<file path="config.mk">
export PLATFORM = sky130hd
export DESIGN_NAME = traffic_corridor_ctrl_flat
export DESIGN_NICKNAME = d
export VERILOG_FILES = /design/src/rtl/traffic_corridor_ctrl_pkg.sv /design/src/rtl/traffic_corridor_ctrl_if.sv /design/src/rtl/traffic_corridor_ctrl_tick_gen.sv /design/src/rtl/traffic_corridor_ctrl.sv /design/src/flat_wrapper.sv
export SDC_FILE = /design/constraint.sdc
export NUM_CORES = 1
export LEC_CHECK = 0
export CORE_MARGIN = 2
export CORE_UTILIZATION = 40
export CTS_CLUSTER_DIAMETER = 80
export DETAILED_ROUTE_END_ITERATION = 7
export PLACE_DENSITY = 0.64
export SYNTH_ARGS = -nofsm -noshare
export SYNTH_HDL_FRONTEND = slang
export SYNTH_SLANG_ARGS = --single-unit
</file>
<file path="constraint.sdc">
create_clock -name clk_50_mhz -period 3.2 [get_ports clk_50_mhz]
set_input_delay 0.64 -clock clk_50_mhz [delete_from_list [all_inputs] [get_ports clk_50_mhz]]
set_output_delay 0.64 -clock clk_50_mhz [all_outputs]
set_load 0.03 [all_outputs]
</file>
<file path="src/rtl/traffic_corridor_ctrl_pkg.sv">
// traffic_pkg: shared types and constants for the corridor controller.
// Holds phase encoding, lamp aspects, lamp indices and phase helpers.
package traffic_pkg;

    typedef enum logic [2:0] {
        ALLRED_N = 3'd0,
        NRTH_GRN = 3'd1,
        NRTH_YLW = 3'd2,
        ALLRED_W = 3'd3,
        WEST_GRN = 3'd4,
        WEST_YLW = 3'd5
    } state_t;

    // bit positions inside one {red,ylw,grn} lamp triple
    localparam int LAMP_GRN = 0;
    localparam int LAMP_YLW = 1;
    localparam int LAMP_RED = 2;

    localparam logic [2:0] RED = 3'(1 << LAMP_RED);
    localparam logic [2:0] YLW = 3'(1 << LAMP_YLW);
    localparam logic [2:0] GRN = 3'(1 << LAMP_GRN);

    // pedestrian direction index
    localparam int NDIR  = 2;
    localparam int DIR_N = 0;
    localparam int DIR_W = 1;

    function automatic state_t next_state(state_t s);
        state_t n;
        unique case (s)
            ALLRED_N: n = NRTH_GRN;
            NRTH_GRN: n = NRTH_YLW;
            NRTH_YLW: n = ALLRED_W;
            ALLRED_W: n = WEST_GRN;
            WEST_GRN: n = WEST_YLW;
            default:  n = ALLRED_N;
        endcase
        return n;
    endfunction

    // aspect shown on one approach; west mirrors north
    function automatic logic [2:0] aspect(state_t s, logic west);
        logic [2:0] a;
        a = RED;
        unique case (1'b1)
            (s == NRTH_GRN && !west),
            (s == WEST_GRN &&  west): a = GRN;
            (s == NRTH_YLW && !west),
            (s == WEST_YLW &&  west): a = YLW;
            default:                  a = RED;
        endcase
        return a;
    endfunction

endpackage

</file>
<file path="src/rtl/traffic_corridor_ctrl_if.sv">
// Corridor lamp/button bundle between controller and its surroundings.
// master: controller side (buttons in, lamps and tick out); slave: peer.
interface traffic_corridor_ctrl_if #(
    parameter int NUM_INT = 2
);
    import traffic_pkg::*;

    logic                   nrth_ped_req;
    logic                   west_ped_req;
    logic [3*NUM_INT-1:0]   light_nrth;
    logic [3*NUM_INT-1:0]   light_west;
    logic [NUM_INT-1:0]     walk_nrth;
    logic [NUM_INT-1:0]     stop_nrth;
    logic [NUM_INT-1:0]     walk_west;
    logic [NUM_INT-1:0]     stop_west;
    logic                   tick_out;

    modport master (
        input  nrth_ped_req, west_ped_req,
        output light_nrth, light_west,
        output walk_nrth, stop_nrth,
        output walk_west, stop_west,
        output tick_out
    );

    modport slave (
        output nrth_ped_req, west_ped_req,
        input  light_nrth, light_west,
        input  walk_nrth, stop_nrth,
        input  walk_west, stop_west,
        input  tick_out
    );

endinterface

</file>
<file path="src/rtl/traffic_corridor_ctrl_tick_gen.sv">
// tick_gen: divides clk by TICK_DIV and emits a one-cycle tick pulse.
// Ports: clk, rst_n (async low), tick (high while counter == TICK_DIV-1).
module tick_gen #(
    parameter int TICK_DIV = 50000000
) (
    input  logic clk,
    input  logic rst_n,
    output logic tick
);
    localparam int W = (TICK_DIV > 1) ? $clog2(TICK_DIV) : 1;
    localparam logic [W-1:0] LAST = W'(TICK_DIV - 1);

    logic [W-1:0] cnt;

    always_ff @(posedge clk or negedge rst_n) begin
        if (!rst_n) begin
            cnt <= '0;
        end else if (cnt == LAST) begin
            cnt <= '0;
        end else begin
            cnt <= cnt + 1'b1;
        end
    end

    assign tick = (cnt == LAST);

endmodule

</file>
<file path="src/rtl/traffic_corridor_ctrl.sv">
// traffic_corridor_ctrl: one phase FSM driving NUM_INT identical intersections.
// Ports: clk_50_mhz, reset_n (async low), bus (master: buttons in, lamps out).
// Optional PED_FLASH_EN: stop lamp flashes during yellow after a served walk.
module traffic_corridor_ctrl
    import traffic_pkg::*;
#(
    parameter int NUM_INT      = 2,
    parameter int TICK_DIV     = 50000000,
    parameter int GRN_TICKS    = 20,
    parameter int YLW_TICKS    = 3,
    parameter int ALLRED_TICKS = 1,
    parameter int WALK_TICKS   = 10,
    parameter int CNT_W        = 8
) (
    input  logic                   clk_50_mhz,
    input  logic                   reset_n,
    traffic_corridor_ctrl_if.master bus
);

    logic               tick;
    state_t             state;
    state_t             nxt;
    logic [CNT_W-1:0]   phase_cnt;
    logic [CNT_W-1:0]   dur_m1;
    logic               adv;
    logic [2:0]         asp_n;
    logic [2:0]         asp_w;

    logic [NDIR-1:0]    req_in;
    logic [NDIR-1:0]    req_lat;
    logic [NDIR-1:0]    serve;
    logic [NDIR-1:0]    enter_g;
    logic [NDIR-1:0]    walk_act;
    logic [NDIR-1:0]    stop_lvl;
    logic [CNT_W-1:0]   wcnt [NDIR];

    tick_gen #(
        .TICK_DIV (TICK_DIV)
    ) u_tick (
        .clk   (clk_50_mhz),
        .rst_n (reset_n),
        .tick  (tick)
    );

    always_comb begin
        dur_m1 = CNT_W'(ALLRED_TICKS - 1);
        unique case (state)
            NRTH_GRN, WEST_GRN: dur_m1 = CNT_W'(GRN_TICKS - 1);
            NRTH_YLW, WEST_YLW: dur_m1 = CNT_W'(YLW_TICKS - 1);
            default:            dur_m1 = CNT_W'(ALLRED_TICKS - 1);
        endcase
    end

    assign nxt = next_state(state);
    assign adv = tick && (phase_cnt == dur_m1);

    // lamps are registered from the next state so they switch with it
    always_ff @(posedge clk_50_mhz or negedge reset_n) begin
        if (!reset_n) begin
            state     <= ALLRED_N;
            phase_cnt <= '0;
            asp_n     <= RED;
            asp_w     <= RED;
        end else if (adv) begin
            state     <= nxt;
            phase_cnt <= '0;
            asp_n     <= aspect(nxt, 1'b0);
            asp_w     <= aspect(nxt, 1'b1);
        end else if (tick) begin
            phase_cnt <= phase_cnt + 1'b1;
        end
    end

    assign req_in  = {bus.west_ped_req, bus.nrth_ped_req};
    // a press on the green-entry edge itself is served, not re-latched
    assign serve   = req_lat | req_in;
    assign enter_g = {adv && (nxt == WEST_GRN), adv && (nxt == NRTH_GRN)};

    always_ff @(posedge clk_50_mhz or negedge reset_n) begin
        if (!reset_n) begin
            req_lat  <= '0;
            walk_act <= '0;
            for (int d = 0; d < NDIR; d++) wcnt[d] <= '0;
        end else begin
            for (int d = 0; d < NDIR; d++) begin
                if (enter_g[d]) begin
                    walk_act[d] <= serve[d];
                    req_lat[d]  <= 1'b0;
                    wcnt[d]     <= '0;
                end else begin
                    if (req_in[d]) req_lat[d] <= 1'b1;
                    if (tick && walk_act[d]) begin
                        if (wcnt[d] == CNT_W'(WALK_TICKS - 1))
                            walk_act[d] <= 1'b0;
                        else
                            wcnt[d] <= wcnt[d] + 1'b1;
                    end
                end
            end
        end
    end

`ifdef PED_FLASH_EN
    logic [NDIR-1:0] served;
    logic [NDIR-1:0] flash;
    logic [NDIR-1:0] in_ylw;
    logic [NDIR-1:0] enter_y;

    assign in_ylw  = {state == WEST_YLW, state == NRTH_YLW};
    assign enter_y = {adv && (nxt == WEST_YLW), adv && (nxt == NRTH_YLW)};

    // served remembers whether this green gave a walk; flash is the
    // stop phase during the following yellow, starting lit
    always_ff @(posedge clk_50_mhz or negedge reset_n) begin
        if (!reset_n) begin
            served <= '0;
            flash  <= '1;
        end else begin
            for (int d = 0; d < NDIR; d++) begin
                if (enter_g[d]) served[d] <= serve[d];
                if (enter_y[d])
                    flash[d] <= 1'b1;
                else if (tick && in_ylw[d])
                    flash[d] <= ~flash[d];
            end
        end
    end

    assign stop_lvl = ~walk_act & (~(in_ylw & served) | flash);
`else
    assign stop_lvl = ~walk_act;
`endif

    for (genvar i = 0; i < NUM_INT; i++) begin : g_int
        assign bus.light_nrth[3*i +: 3] = asp_n;
        assign bus.light_west[3*i +: 3] = asp_w;
        assign bus.walk_nrth[i]         = walk_act[DIR_N];
        assign bus.stop_nrth[i]         = stop_lvl[DIR_N];
        assign bus.walk_west[i]         = walk_act[DIR_W];
        assign bus.stop_west[i]         = stop_lvl[DIR_W];
    end

    assign bus.tick_out = tick;

endmodule

</file>
<file path="src/flat_wrapper.sv">
// flat-port wrapper written by rule: the top's interface ports become plain ports
module traffic_corridor_ctrl_flat import traffic_pkg::*;
#(
    parameter int NUM_INT      = 2,
    parameter int TICK_DIV     = 50000000,
    parameter int GRN_TICKS    = 20,
    parameter int YLW_TICKS    = 3,
    parameter int ALLRED_TICKS = 1,
    parameter int WALK_TICKS   = 10,
    parameter int CNT_W        = 8
)
  (clk_50_mhz, reset_n, bus_nrth_ped_req, bus_west_ped_req, bus_light_nrth, bus_light_west, bus_walk_nrth, bus_stop_nrth, bus_walk_west, bus_stop_west, bus_tick_out);
  traffic_corridor_ctrl_if #(.NUM_INT(NUM_INT)) bus_i ();
  input  logic clk_50_mhz;
  input  logic reset_n;
  input wire logic [$bits(bus_i.nrth_ped_req)-1:0] bus_nrth_ped_req;
  input wire logic [$bits(bus_i.west_ped_req)-1:0] bus_west_ped_req;
  output wire logic [$bits(bus_i.light_nrth)-1:0] bus_light_nrth;
  output wire logic [$bits(bus_i.light_west)-1:0] bus_light_west;
  output wire logic [$bits(bus_i.walk_nrth)-1:0] bus_walk_nrth;
  output wire logic [$bits(bus_i.stop_nrth)-1:0] bus_stop_nrth;
  output wire logic [$bits(bus_i.walk_west)-1:0] bus_walk_west;
  output wire logic [$bits(bus_i.stop_west)-1:0] bus_stop_west;
  output wire logic [$bits(bus_i.tick_out)-1:0] bus_tick_out;
  assign bus_i.nrth_ped_req = bus_nrth_ped_req;
  assign bus_i.west_ped_req = bus_west_ped_req;
  assign bus_light_nrth = bus_i.light_nrth;
  assign bus_light_west = bus_i.light_west;
  assign bus_walk_nrth = bus_i.walk_nrth;
  assign bus_stop_nrth = bus_i.stop_nrth;
  assign bus_walk_west = bus_i.walk_west;
  assign bus_stop_west = bus_i.stop_west;
  assign bus_tick_out = bus_i.tick_out;
  traffic_corridor_ctrl #(.NUM_INT(NUM_INT), .TICK_DIV(TICK_DIV), .GRN_TICKS(GRN_TICKS), .YLW_TICKS(YLW_TICKS), .ALLRED_TICKS(ALLRED_TICKS), .WALK_TICKS(WALK_TICKS), .CNT_W(CNT_W)) u_core (.clk_50_mhz(clk_50_mhz), .reset_n(reset_n), .bus(bus_i));
endmodule
</file>
==> results of run 1 <==
-- metal layers --
metal | vias to the layer above | GRT usage [%] | part of all wire, % | routed length, um
met3 | 11 | 2.73 | 2.1 | 127
li1 | 1188 | - | - | -
met5 | - | 0 | 0 | 0
met4 | 0 | 8.21 | 2.4 | 144
met2 | 24 | 22.7 | 46 | 2710
met1 | 1124 | 20.7 | 50 | 2950
-- registers in the layout, indices dropped and copies added (netlist names) --
name and cells:
u_core.walk_act 2, u_core.wcnt 16, u_core.asp_n 3, u_core.asp_w 3, u_core.state 3, u_core.req_lat 2
u_core.u_tick.cnt 26, u_core.phase_cnt 8
-- cell families after synthesis --
| group | after synthesis |
|---|---|
| flops | 63 |
| buf+inv | 32 |
| simple gates | 167 |
| compound gates | 31 |
| mux | 4 |
| fa+ha+maj | 6 |
| xor+xnor | 39 |
-- final cells by class --
cell class                      count  area [um2]  area share [%]
Inverter                            9        33.8           0.909
Clock buffer                       13         169            4.55
Tap cell                          102         128            3.43
Multi-Input combinational cell    247        1490            40.1
Timing Repair Buffer               29         275            7.41
Clock inverter                      3        40.0            1.08
Sequential cell                    63        1580            42.5
-- power groups by stage --
stage / registers [mW] / logic (mW) / clock network [mW]
2_1_floorplan: 0.811 / 0.0000140 / 0
3_3_place_gp: 0.811 / 0.0210 / 0
3_5_place_dp: 0.811 / 0.0214 / 0
4_1_cts: 0.796 / 0.0214 / 0.746
5_1_grt: 0.795 / 0.0235 / 0.781
6_report: 0.796 / 0.0193 / 0.724
-- stage by stage --
stage	instances	cell area, um2	hold slack (ns)	worst slack, ns
floorplan	342	3250	0.344	0.635
global placement	450	3500	0.455	0.558
detailed placement	450	3500	0.461	0.500
CTS	466	3710	0.367	0.127
global route	466	3720	0.401	0.378
finish	466	3720	0.336	0.552
-- critical path, stage by stage, from the launching register on --
cell	delay (ns)
dfrtp_1	0.48
xnor2_1	0.18
or3_1	0.40
a2111oi_4	0.54
nand2_4	0.21
nor4_4	0.51
mux2i_1	0.24
-- worst max-delay path by stage --
stage	startpoint	to	slack (ns)	cells after the start
after floorplan	u_core.u_tick.cnt[0]	bus_tick_out	0.64	5
after global placement	u_core.u_tick.cnt[0]	bus_tick_out	0.56	6
after detailed placement	u_core.u_tick.cnt[0]	bus_tick_out	0.50	6
after CTS	u_core.u_tick.cnt[0]	bus_tick_out	0.13	6
after global routing	u_core.u_tick.cnt[0]	bus_tick_out	0.38	6
final	u_core.state[2]	u_core.walk_act[0]	0.55	6
-- cells in the mapped netlist (2+ instances only) --
master	number	share of area (%)
xor2_1	21	5.7
nand4_1	13	2.5
nand2_1	36	4.2
nor2_1	50	5.8
o31ai_1	2	0.46
or3b_2	2	0.54
a21o_1	2	0.46
and3_1	12	2.3
nand3_1	14	2.2
nor4_1	3	0.58
xnor2_1	18	4.8
inv_1	9	1.0
and2_1	5	0.96
clkbuf_1	5	0.58
o21ai_0	19	2.9
buf_4	13	3.0
a211oi_1	2	0.46
buf_2	2	0.31
dfstp_2	2	1.6
mux2i_1	3	0.92
nand3b_1	3	0.69
nand2b_1	3	0.58
ha_1	6	2.3
dfrtp_1	61	47
a21oi_1	5	0.77
or3_1	3	0.58
nor3_1	13	2.0
or4_1	3	0.69
nor4bb_1	2	0.62
-- what timing repair did --
| action | 4_1_cts | 5_1_grt |
|---|---|---|
| resized for setup | 0 | 1 |
| setup buffers | 0 | 0 |
| hold buffers | 0 | 0 |
| setup endpoints to repair | 0 | 1 |
==> flow_summary_export.csv, run 1 <==
group,metric,value,unit
run_status,status,"finished clean",
grt,grt_overflow,0,
critical_path,setup.worst_path.start_class,"flop",
routing,dr_total_vias,2347,
sta,fin_crit_sh,82.8,%
sta,slew_viol_final,0,
clock_tree,cts_made_buffers,9,
power,ir_drop,0.222,mV
yosys,synthSimpleGateAreaFrac,25.9,%
routing,drc_errors,0,
place,dp_hpwl,4.14,mm
yosys,synth_fa_ha_area_share,2.31,%
yosys,muxShareOfSynthArea,1.27,%
cells_and_area,drive_gt1_share,8.24,%
sta,min_period,2.65,ns
power,p_per_area,414,mW/mm2
sta,relSlewSlack,53.9,%
place,io_buffers,24,
routing,routedWlPerCell,12.7,um
critical_path,reg2reg_depth,6,
routing,drt_pass1_iterations,4,
yosys,synthFlopType,"dfrtp_1",
place,gp_congestion,0.815,
grt,gr-usage-all-layers,15.2,%
cells_and_area,nFillCells,722,
power,combPwrFrac,1.3,%
yosys,syn_area,0.00325,mm2
cells_and_area,diodes,0,
sta,rsz0062_at_grt,"no",
grt,grt_max_degree,34,
clock_tree,htree_num_levels,3,
yosys,synth_nets,352,
power,p_switching,0.318,mW
floorplanning,start_util,41.6,%
yosys,synth_edf_count,0,
clock_tree,clk_path_buf_depth,2,
cells_and_area,nets,369,
yosys,yosysWarnings,0,
yosys,synth_cell_types,39,
sta,tns,0,ns
cells_and_area,layout_common_cells,"61 x dfrtp_1, 50 x nor2_1, 36 x nand2_1",
power,switching_share,20.7,%
yosys,synth_compound_area_share,5.93,%
critical_path,end_kind,"flop",
routing,wirelength,5.93,mm
cells_and_area,final_common_cell,"dfrtp_1",
yosys,async_reset_ff_share,100,%
cells_and_area,synthToLayoutAreaGrowth,14.3,%
critical_path,worstReg2RegStart,"u_core.state[2]",
floorplanning,die_h,94.1,um
critical_path,cp.arrival,2.91,ns
power,p_total,1.54,mW
yosys,syn_avg_cell_area,9.50,um2
floorplanning,io-pin-count,25,
sta,max_freq,378,MHz
critical_path,reg2reg_to,"u_core.walk_act[0]",
power,clock_power_share,47.0,%
power,power_leakage,1.70,nW
yosys,synth_xor_area_share,10.5,%
grt,grt_pass1_vias,2296,
sta,setup_viol,0,
clock_tree,cts_tree,"built",
power,p_seq_share,51.7,%
sta,finalHoldViolations,0,
floorplanning,die_w,94.1,um
flow_run,cap_viol_max_count,0,
grt,antenna_found_initial,0,
sta,clock_skew,0.0107,ns
clock_tree,clk_latency,0.34,ns
floorplanning,dieArea,0.00886,mm2
clock_tree,cts_root_buf,"clkbuf_8",
yosys,synthCells,342,
hold_path,hold_class,"in2async",
floorplanning,num_rows,32,
power,power.internal,1.22,mW
clock_tree,path_clk_slew,0.07,ns
routing,drtAntennaViolNets,0,
clock_tree,cts.sink_count,63,
critical_path,r2r_slack,0.55,ns
sta,tightest_slew,0.692,ns
critical_path,critPathMaxFanout,17,
floorplanning,core-area,0.00781,mm2
routing,viasPerCell,5.04,
routing,dr.first_iter.drc_count,75,
yosys,ys_seq_area_share,48.6,%
grt,grt_pass1_wl,10.5,mm
critical_path,critical_path_required,3.46,ns
critical_path,path_class,"reg2reg",
yosys,synth_top_family_by_area,"simple AND/OR/NAND/NOR gates",
cells_and_area,final_util,47.6,%
yosys,synth_seq_cells,63,
No activity file was read; power rests on OpenSTA's default activity.
==> run 2, diff against run 1 <==
Clock period 3.2 ns to 2.49 ns, I/O delays scaled along.
==> flow_summary_export.csv, run 2 (synthesis gave the netlist of run 1 again) <==
group,metric,value,unit
sta,finalHoldViolations,0,
grt,grt_pass1_vias,2309,
grt,grt_max_degree,64,
place,dp_cells,456,
clock_tree,clk_latency,0.33,ns
critical_path,end_kind,"output pin",
clock_tree,path_clk_slew,0.07,ns
critical_path,path_class,"reg2out",
power,p_per_area,510,mW/mm2
clock_tree,post_cts_buffers,0,
cells_and_area,layout_common_cells,"61 x dfrtp_1, 50 x nor2_1, 36 x nand2_1",
clock_tree,cts_root_buf,"clkbuf_8",
cells_and_area,drive_gt1_share,9.73,%
floorplanning,die_h,94.1,um
clock_tree,htree_num_levels,3,
routing,dr.first_iter.drc_count,126,
clock_tree,cts_made_buffers,9,
cells_and_area,reg_top3,"u_core.u_tick.cnt x26, u_core.wcnt x16, u_core.phase_cnt x8",
power,power_leakage,1.71,nW
critical_path,crit_end,"bus_tick_out",
sta,min_period,2.34,ns
routing,drc_errors,0,
routing,wirelength,5.95,mm
clock_tree,clk_path_buf_depth,2,
clock_tree,ctsHoldBuffers,0,
critical_path,r2r_slack,0.20,ns
sta,rsz0062_at_grt,"no",
sta,fin_crit_sh,93.9,%
place,dp_hpwl,4.19,mm
floorplanning,io-pin-count,25,
power,p_total,1.91,mW
sta,clock_skew,0.00743,ns
grt,grt_pass1_wl,10.8,mm
routing,routedWlPerCell,12.6,um
cells_and_area,largest_reg_flops,26,
critical_path,cp.arrival,1.84,ns
critical_path,critPathMaxFanout,4,
critical_path,reg2reg_depth,6,
floorplanning,start_util,41.6,%
routing,dr_total_vias,2377,
floorplanning,core-area,0.00781,mm2
clock_tree,cts.sink_count,63,
cells_and_area,final_common_cell,"dfrtp_1",
critical_path,critical_path_required,1.99,ns
flow_run,cap_viol_max_count,0,
grt,gr-usage-all-layers,15.4,%
floorplanning,die_w,94.1,um
sta,slew_viol_final,0,
critical_path,setup.worst_path.start_class,"flop",
routing,drt_pass1_iterations,4,
sta,tightest_slew,0.365,ns
clock_tree,post_cts_resized,0,
place,gp_congestion,0.844,
sta,setup_viol,0,
sta,max_freq,428,MHz
cells_and_area,final_util,48.0,%
place,io_buffers,24,
power,ir_drop,0.183,mV
cells_and_area,synthToLayoutAreaGrowth,15.4,%
clock_tree,cts_tree,"built",
floorplanning,dieArea,0.00886,mm2
floorplanning,num_rows,32,
cells_and_area,top_register,"u_core.u_tick.cnt",
grt,grt_overflow,0,
run_status,status,"finished clean",
hold_path,hold_class,"in2async",
sta,holdWs,0.161,ns
routing,viasPerCell,5.04,
sta,relSlewSlack,75.7,%
cells_and_area,nets,375,
routing,drtAntennaViolNets,0,
grt,antenna_found_initial,0,
cells_and_area,diodes,0,
critical_path,reg2reg_to,"u_core.wcnt[10]",
critical_path,worstReg2RegStart,"u_core.phase_cnt[2]",
critical_path,worstSetupStartpoint,"u_core.u_tick.cnt[0]",
sta,tns,0,ns
cells_and_area,final_cells,472,
-- run 2: cell count changes in the layout (fill, tap and decap cells not counted), sizes merged --
cell,delta
clkinv,+1
buf,+7
clkbuf,-1
dlymetal6s2s,-1
-- run 2: stage by stage --
stage               setup WS [ns]  instance area, um2
floorplan                  0.0671                3250
global route               0.0164                3750
detailed placement          0.194                3560
finish                      0.151                3750
CTS                         0.116                3750
global placement            0.227                3560
-- run 2: final cells by class --
type,count,area [um2]
multi-input combinational,247,1490
inverter,9,33.8
clock buffer,12,145
clock inverter,4,45.0
sequential,63,1580
timing repair buffer,35,328
fill,735,4060
tap,102,128
-- run 2: power by group --
| part | internal [mW] | switching (mW) |
|---|---|---|
| registers | 1.02 | 0.0000000000000000169 |
| clock network | 0.485 | 0.379 |
| logic | 0.00660 | 0.0196 |
-- run 2: how the worst min path moves through the flow --
stage | startpoint | cells past startpoint | endpoint
finish | reset_n | 2 | u_core.u_tick.cnt[24]
global route | reset_n | 2 | u_core.u_tick.cnt[25]
CTS | reset_n | 2 | u_core.u_tick.cnt[25]
detailed placement | u_core.u_tick.cnt[6] | 1 | u_core.u_tick.cnt[6]
global placement | u_core.u_tick.cnt[6] | 1 | u_core.u_tick.cnt[6]
floorplan | reset_n | 0 | u_core.asp_n[0]
-- run 2: layer usage --
metal  wire length (um)  up-vias  global-route usage, %
met2               2640       36                   23.0
met5                  0        -                      0
met3                138       12                   2.25
met1               3020     1133                   21.6
li1                   -     1196                      -
met4                149        0                   8.21
-- run 2: worst max-delay path, cell delays in order (launching register included) --
cell	delay (ns)
dfrtp_1	0.39
ha_1	0.21
nand4_1	0.18
nor2_1	0.19
nand3_1	0.09
nor4_1	0.23
buf_4	0.22
==> run 3, diff against run 2 <==
Settings changed: CTS_CLUSTER_DIAMETER 80 to 60.
==> results of run 3 <==
The final DEF is identical to that of run 2; final timing and power are the same.
==> edit 1: new RTL, settings of run 2 <==
`TICK_DIV` is set to 50000000 in 3 places; all go to 200000000.
--- a/src/rtl/traffic_corridor_ctrl_tick_gen.sv
+++ b/src/rtl/traffic_corridor_ctrl_tick_gen.sv
@@ -2,5 +2,5 @@
 // Ports: clk, rst_n (async low), tick (high while counter == TICK_DIV-1).
 module tick_gen #(
-    parameter int TICK_DIV = 50000000
+    parameter int TICK_DIV = 200000000
 ) (
     input  logic clk,
--- a/src/rtl/traffic_corridor_ctrl.sv
+++ b/src/rtl/traffic_corridor_ctrl.sv
@@ -6,5 +6,5 @@
 #(
     parameter int NUM_INT      = 2,
-    parameter int TICK_DIV     = 50000000,
+    parameter int TICK_DIV     = 200000000,
     parameter int GRN_TICKS    = 20,
     parameter int YLW_TICKS    = 3,
--- a/src/flat_wrapper.sv
+++ b/src/flat_wrapper.sv
@@ -3,5 +3,5 @@
 #(
     parameter int NUM_INT      = 2,
-    parameter int TICK_DIV     = 50000000,
+    parameter int TICK_DIV     = 200000000,
     parameter int GRN_TICKS    = 20,
     parameter int YLW_TICKS    = 3,
Check against the original RTL: same outputs for any inputs over 10 cycles, from zero or initial values and one cycle with reset_n low; that may be too few to reach the edited logic, so the function may still have changed.
==> edit 1 against run 2 <==
- synthesized area up 2.1%
- power down 4.8%
- count of clock-buffer cells in the layout unchanged
- cell area up 2.4%
- global-route usage down 0.19 points
- routed wire length up 3.1%
- sequential cell count up 2
- worst hold slack worse by 45 ps
- register-to-register slack worse by 20 ps
- critical path depth down 2
- clock power down 14%
- via count up 0.13%
- worst setup slack worse by 26 ps
==> edit 1: results (changes against run 2) <==
* Run status: finished, final reports clean
* Delay of the slowest critical-path stage at 410 ps (+20 ps)
* Arrival time worst endpoint at 1870 ps (+30 ps)
* DR iter-0 viols at 65 (-48%)
* Register fraction of the total cell area at 42.44% (+0.33 points)
* Placed insts at 449 (-1.5%)
* Multi-input gates at 235 (-4.9%)
* Biggest regs: u_core.u_tick.cnt: 28 flops, u_core.wcnt: 16 flops, u_core.phase_cnt: 8 flops
* Post-synthesis xor/xnor area fraction at 11.08% (+0.57 points)
* Largest net degree at the start of global routing at 45 (-30%)
* Mux cell area share after synthesis at 1.922% (+0.65 points)
* Post-DR wirelength/cell at 13.18 um (+4.5%)
* Leak at 1.747 nW (+2.1%)
* Vias per cell at 5.107 (+1.4%)
* Max-slew headroom at 66.13% (-9.6 points)
* Top cells by count, synth: dfrtp_1, nor2_1, nand2_1
* Clock-cell share at 4.042% (-1.0 points)
* DP Wirelength at 4344 um (+3.6%)
* Placer Congestion at 0.8263 (-2.1%)
* Synth Area in Compound Gates at 5.428% (-0.50 points)
* Gr usage total at 15.22% (-0.19 points)
* Multi-input combinational area share at 39.96% (+0.19 points)
* First-pass GRT wire length at 10640 um (-1.0%)
* Critical Path Fanout Max at 5 (+1)
* Flops & latches, synth at 65 (+3.2%)
* Adder-cell share of the synthesized area at 2.262% (-0.048 points)
* Overall Power at 1.822 mW (-4.8%)
* Non-CTS inverters at 7 (-2)
* Switch share at 22.22% (+1.4 points)
* Synth top area cells: dfrtp_1, xor2_1, xnor2_1, nor2_1, nand3_1
* Clock Skew at 9.248 ps (+1.818 ps)
* First-pass DRT Iterations at 5 (+1)
* Mapped Cells at 330 (-3.5%)
* Flop+latch power at 1.06 mW (+4%)
* Area Growth Syn to Fin at 15.64%
* Data buffer area share at 9.452% (+0.71 points)
* R2r startpoint: u_core.phase_cnt[3]$_DFFE_PN0P_
* Final nets at 366 (-2.4%)
[edit 1: repair_timing]
action / in CTS / in global routing
setup endpoints to repair: 1 / 3
gates resized for setup: 1 / 3
pin swaps: 0 / 3
setup buffers: 0 / 1
[edit 1: path summary, 6_finish.rpt]
path | end | slack [ps] | cells past startpoint
hold reg to reg | u_core.u_tick.cnt[0]$_DFF_PN0_ | 490 | 1
setup reg to reg | u_core.walk_act[0]$_DFFE_PN0P_ | 180 | 6
setup / recovery | bus_tick_out | 130 | 4
hold / removal | u_core.wcnt[9]$_DFFE_PN0P_ | 120 | 1
max in group asynchronous | u_core.asp_n[2]$_DFFE_PN1N_ | 1710 | 2
min in group clk_50_mhz | u_core.u_tick.cnt[0]$_DFF_PN0_ | 490 | 1
[edit 1: per-layer routing]
layer | up-vias | GRT usage (%) | wire, um
met3 | 10 | 3.794 | 175
met2 | 38 | 24.88 | 2871
met4 | 0 | 7.729 | 126
li1 | 1178 | - | -
met5 | - | 0 | 0
met1 | 1154 | 18.65 | 2967
==> edit 2: new RTL, settings of run 2 <==
Without the edit above. The 6 states of `state_t` get a one-hot encoding in 6 bits.
--- a/src/rtl/traffic_corridor_ctrl_pkg.sv
+++ b/src/rtl/traffic_corridor_ctrl_pkg.sv
@@ -3,11 +3,11 @@
 package traffic_pkg;
 
-    typedef enum logic [2:0] {
-        ALLRED_N = 3'd0,
-        NRTH_GRN = 3'd1,
-        NRTH_YLW = 3'd2,
-        ALLRED_W = 3'd3,
-        WEST_GRN = 3'd4,
-        WEST_YLW = 3'd5
+    typedef enum logic [5:0] {
+        ALLRED_N = 6'b000001,
+        NRTH_GRN = 6'b000010,
+        NRTH_YLW = 6'b000100,
+        ALLRED_W = 6'b001000,
+        WEST_GRN = 6'b010000,
+        WEST_YLW = 6'b100000
     } state_t;
 
Behaviour: no difference found for any inputs over 10 cycles, from zero or initial values and one cycle with reset_n low; not proved beyond that.
==> edit 2 against run 2 <==
- first-iteration DRC count decreased by 31%
- clock power increased by 6.4%
- routed wire length increased by 7.8%
- synthesized area increased by 4.4%
- sequential cell count increased by 3
- critical path depth decreased by 2
- power increased by 5.5%
- worst setup slack improved by 56 ps
- cell area increased by 6.4%
==> edit 2: results (changes against run 2) <==
* YS warnings at 0 (unchanged)
* CLK BUF at 13 (+1)
* DP Wirelength at 4491 um (+7.1%)
* TritonCTS Buffers at 9 (unchanged)
* Combinational Power at 0.0289 mW (+10%)
* Initial antenna violation count at 0 (unchanged)
* N_diodes at 0 (unchanged)
* Mean post-synth cell area at 9.925 sq um (+4.4%)
* Postcts setup bufs at 0 (unchanged)
* Antenna viol nets, final at 0 (unchanged)
* Combinational fraction of design power at 1.4% (about the same)
* Biggest regs: u_core.u_tick.cnt: 26 flops, u_core.wcnt: 16 flops, u_core.phase_cnt: 8 flops
* Max-slew headroom at 58.24% (-17 points)
* DR iter-0 viols at 87 (-31%)
* Seq. cell area at 0.001655 sq mm (+4.8%)
* Post-DR wirelength/cell at 13.29 um (+5.3%)
* Run status: finished, final reports clean
* Drt total wl at 6417 um (+7.8%)
* I/O Buffers at 24 (unchanged)
* GR Layer Usage met1 at 20.96% (-0.61 points)
* Flops & latches, synth at 66 (+4.8%)
* Placer Congestion at 0.8828 (+4.6%)
* Critical Path Fanout Max at 6 (+2)
* Power share of the sequential group at 53.1% (-0.4 points)
* Met2 wire len at 2997 um (+13%)
* Final nets at 383 (+2.1%)
* Synth cell types at 43 (+10%)
* DRT met1 WL at 3137 um (+3.8%)
* Non-CTS inverters at 8 (-1)
* Met3 routed wirelength at 219 um (+59%)
* Clock Skew at 14.35 ps (+6.919 ps)
* Worst hold path class: input port to asynchronous set/reset pin
* First-pass GRT wire length at 11020 um (+2.5%)
* Clock tree buffer depth at 2 (unchanged)
* Seq/Total Area, Yosys at 48.77% (+0.19 points)
* Multi-input gates at 246 (-0.40%)
* Placed insts at 467 (+2.4%)
* Gr usage total at 15.33% (-0.080 points)
* Leak at 1.833 nW (+7.1%)
* Largest net degree at the start of global routing at 31 (-52%)
* Synth async-reset ratio at 100.0% (unchanged)
* Met3 Resource Use GR at 2.584% (+0.34 points)
* Syn nets at 352 (unchanged)
* Met2 Track Usage GR at 24.19% (+1.2 points)
* Clock-cell share at 4.987% (-0.084 points)
* Peak supply drop at 218.8 uV (+19%)
* Data buffer area share at 9.787% (+1.0 points)
* Top cells by count, synth: dfrtp_1, nor2_1, nand2_1
* H-Tree Level Count at 3 (unchanged)
* Non-Clock Buffer Count at 42 (+20%)
* Multi-input combinational area share at 39.68% (-0.093 points)
* Routed vias at 2445 (+2.9%)
* Ratio of cells with drive above 1 in the final layout at 13.49% (+3.8 points)
* Synth top area cells: dfrtp_1, xor2_1, xnor2_1, nor2_1, nand4_1
* First-pass DRT Iterations at 4 (unchanged)
* FILL cells at 778 (+5.9%)
* Psw at 0.4245 mW (+6.6%)
edit 2: per-stage QoR:
step	area [sq um]	worst slack [ps]	utilization (%)	hold WS, ps
final	3989	207.0	48.55	178.7
after global routing	3989	13.11	48.55	222.3
after CTS	3974	23.49	48.36	196.8
after detailed placement	3776	90.53	45.96	467.7
after global placement	3776	123.5	45.96	456.7
after floorplan	3395	358.4	-	202.4
edit 2: timing repair:
action / in CTS / in global routing
setup endpoints to repair: 1 / 4
hold endpoints to repair: 0 / 0
gates resized for setup: 1 / 6
edit 2: cell families after synthesis:
kind of cell,count (synthesis),synth area share (%)
compound gates,20,3.723
xor+xnor,45,11.61
fa+ha+maj,6,2.212
buf+inv,30,5.160
flops,66,48.77
mux,7,2.138
simple gates,168,26.39
edit 2: worst paths after layout:
check | slack (ps) | cells after the start | to | from
setup / recovery | 210 | 4 | bus_tick_out | u_core.u_tick.cnt[0]$_DFF_PN0_
hold / removal | 180 | 1 | u_core.state[4]$_DFFE_PN0N_ | reset_n
setup reg to reg | 230 | 8 | u_core.walk_act[0]$_DFFE_PN0P_ | u_core.state[4]$_DFFE_PN0N_
hold reg to reg | 480 | 1 | u_core.phase_cnt[7]$_DFFE_PN0P_ | u_core.phase_cnt[7]$_DFFE_PN0P_
max in group asynchronous | 1680 | 2 | u_core.asp_n[2]$_DFFE_PN1N_ | reset_n
min in group clk_50_mhz | 480 | 1 | u_core.phase_cnt[7]$_DFFE_PN0P_ | u_core.phase_cnt[7]$_DFFE_PN0P_
edit 2: worst max-delay path, cell delays in order, from the launching register on:
cell and delay (ps):
dfrtp_1 420, ha_1 270, nand3_1 250, nor3_1 280
clkbuf_2 240
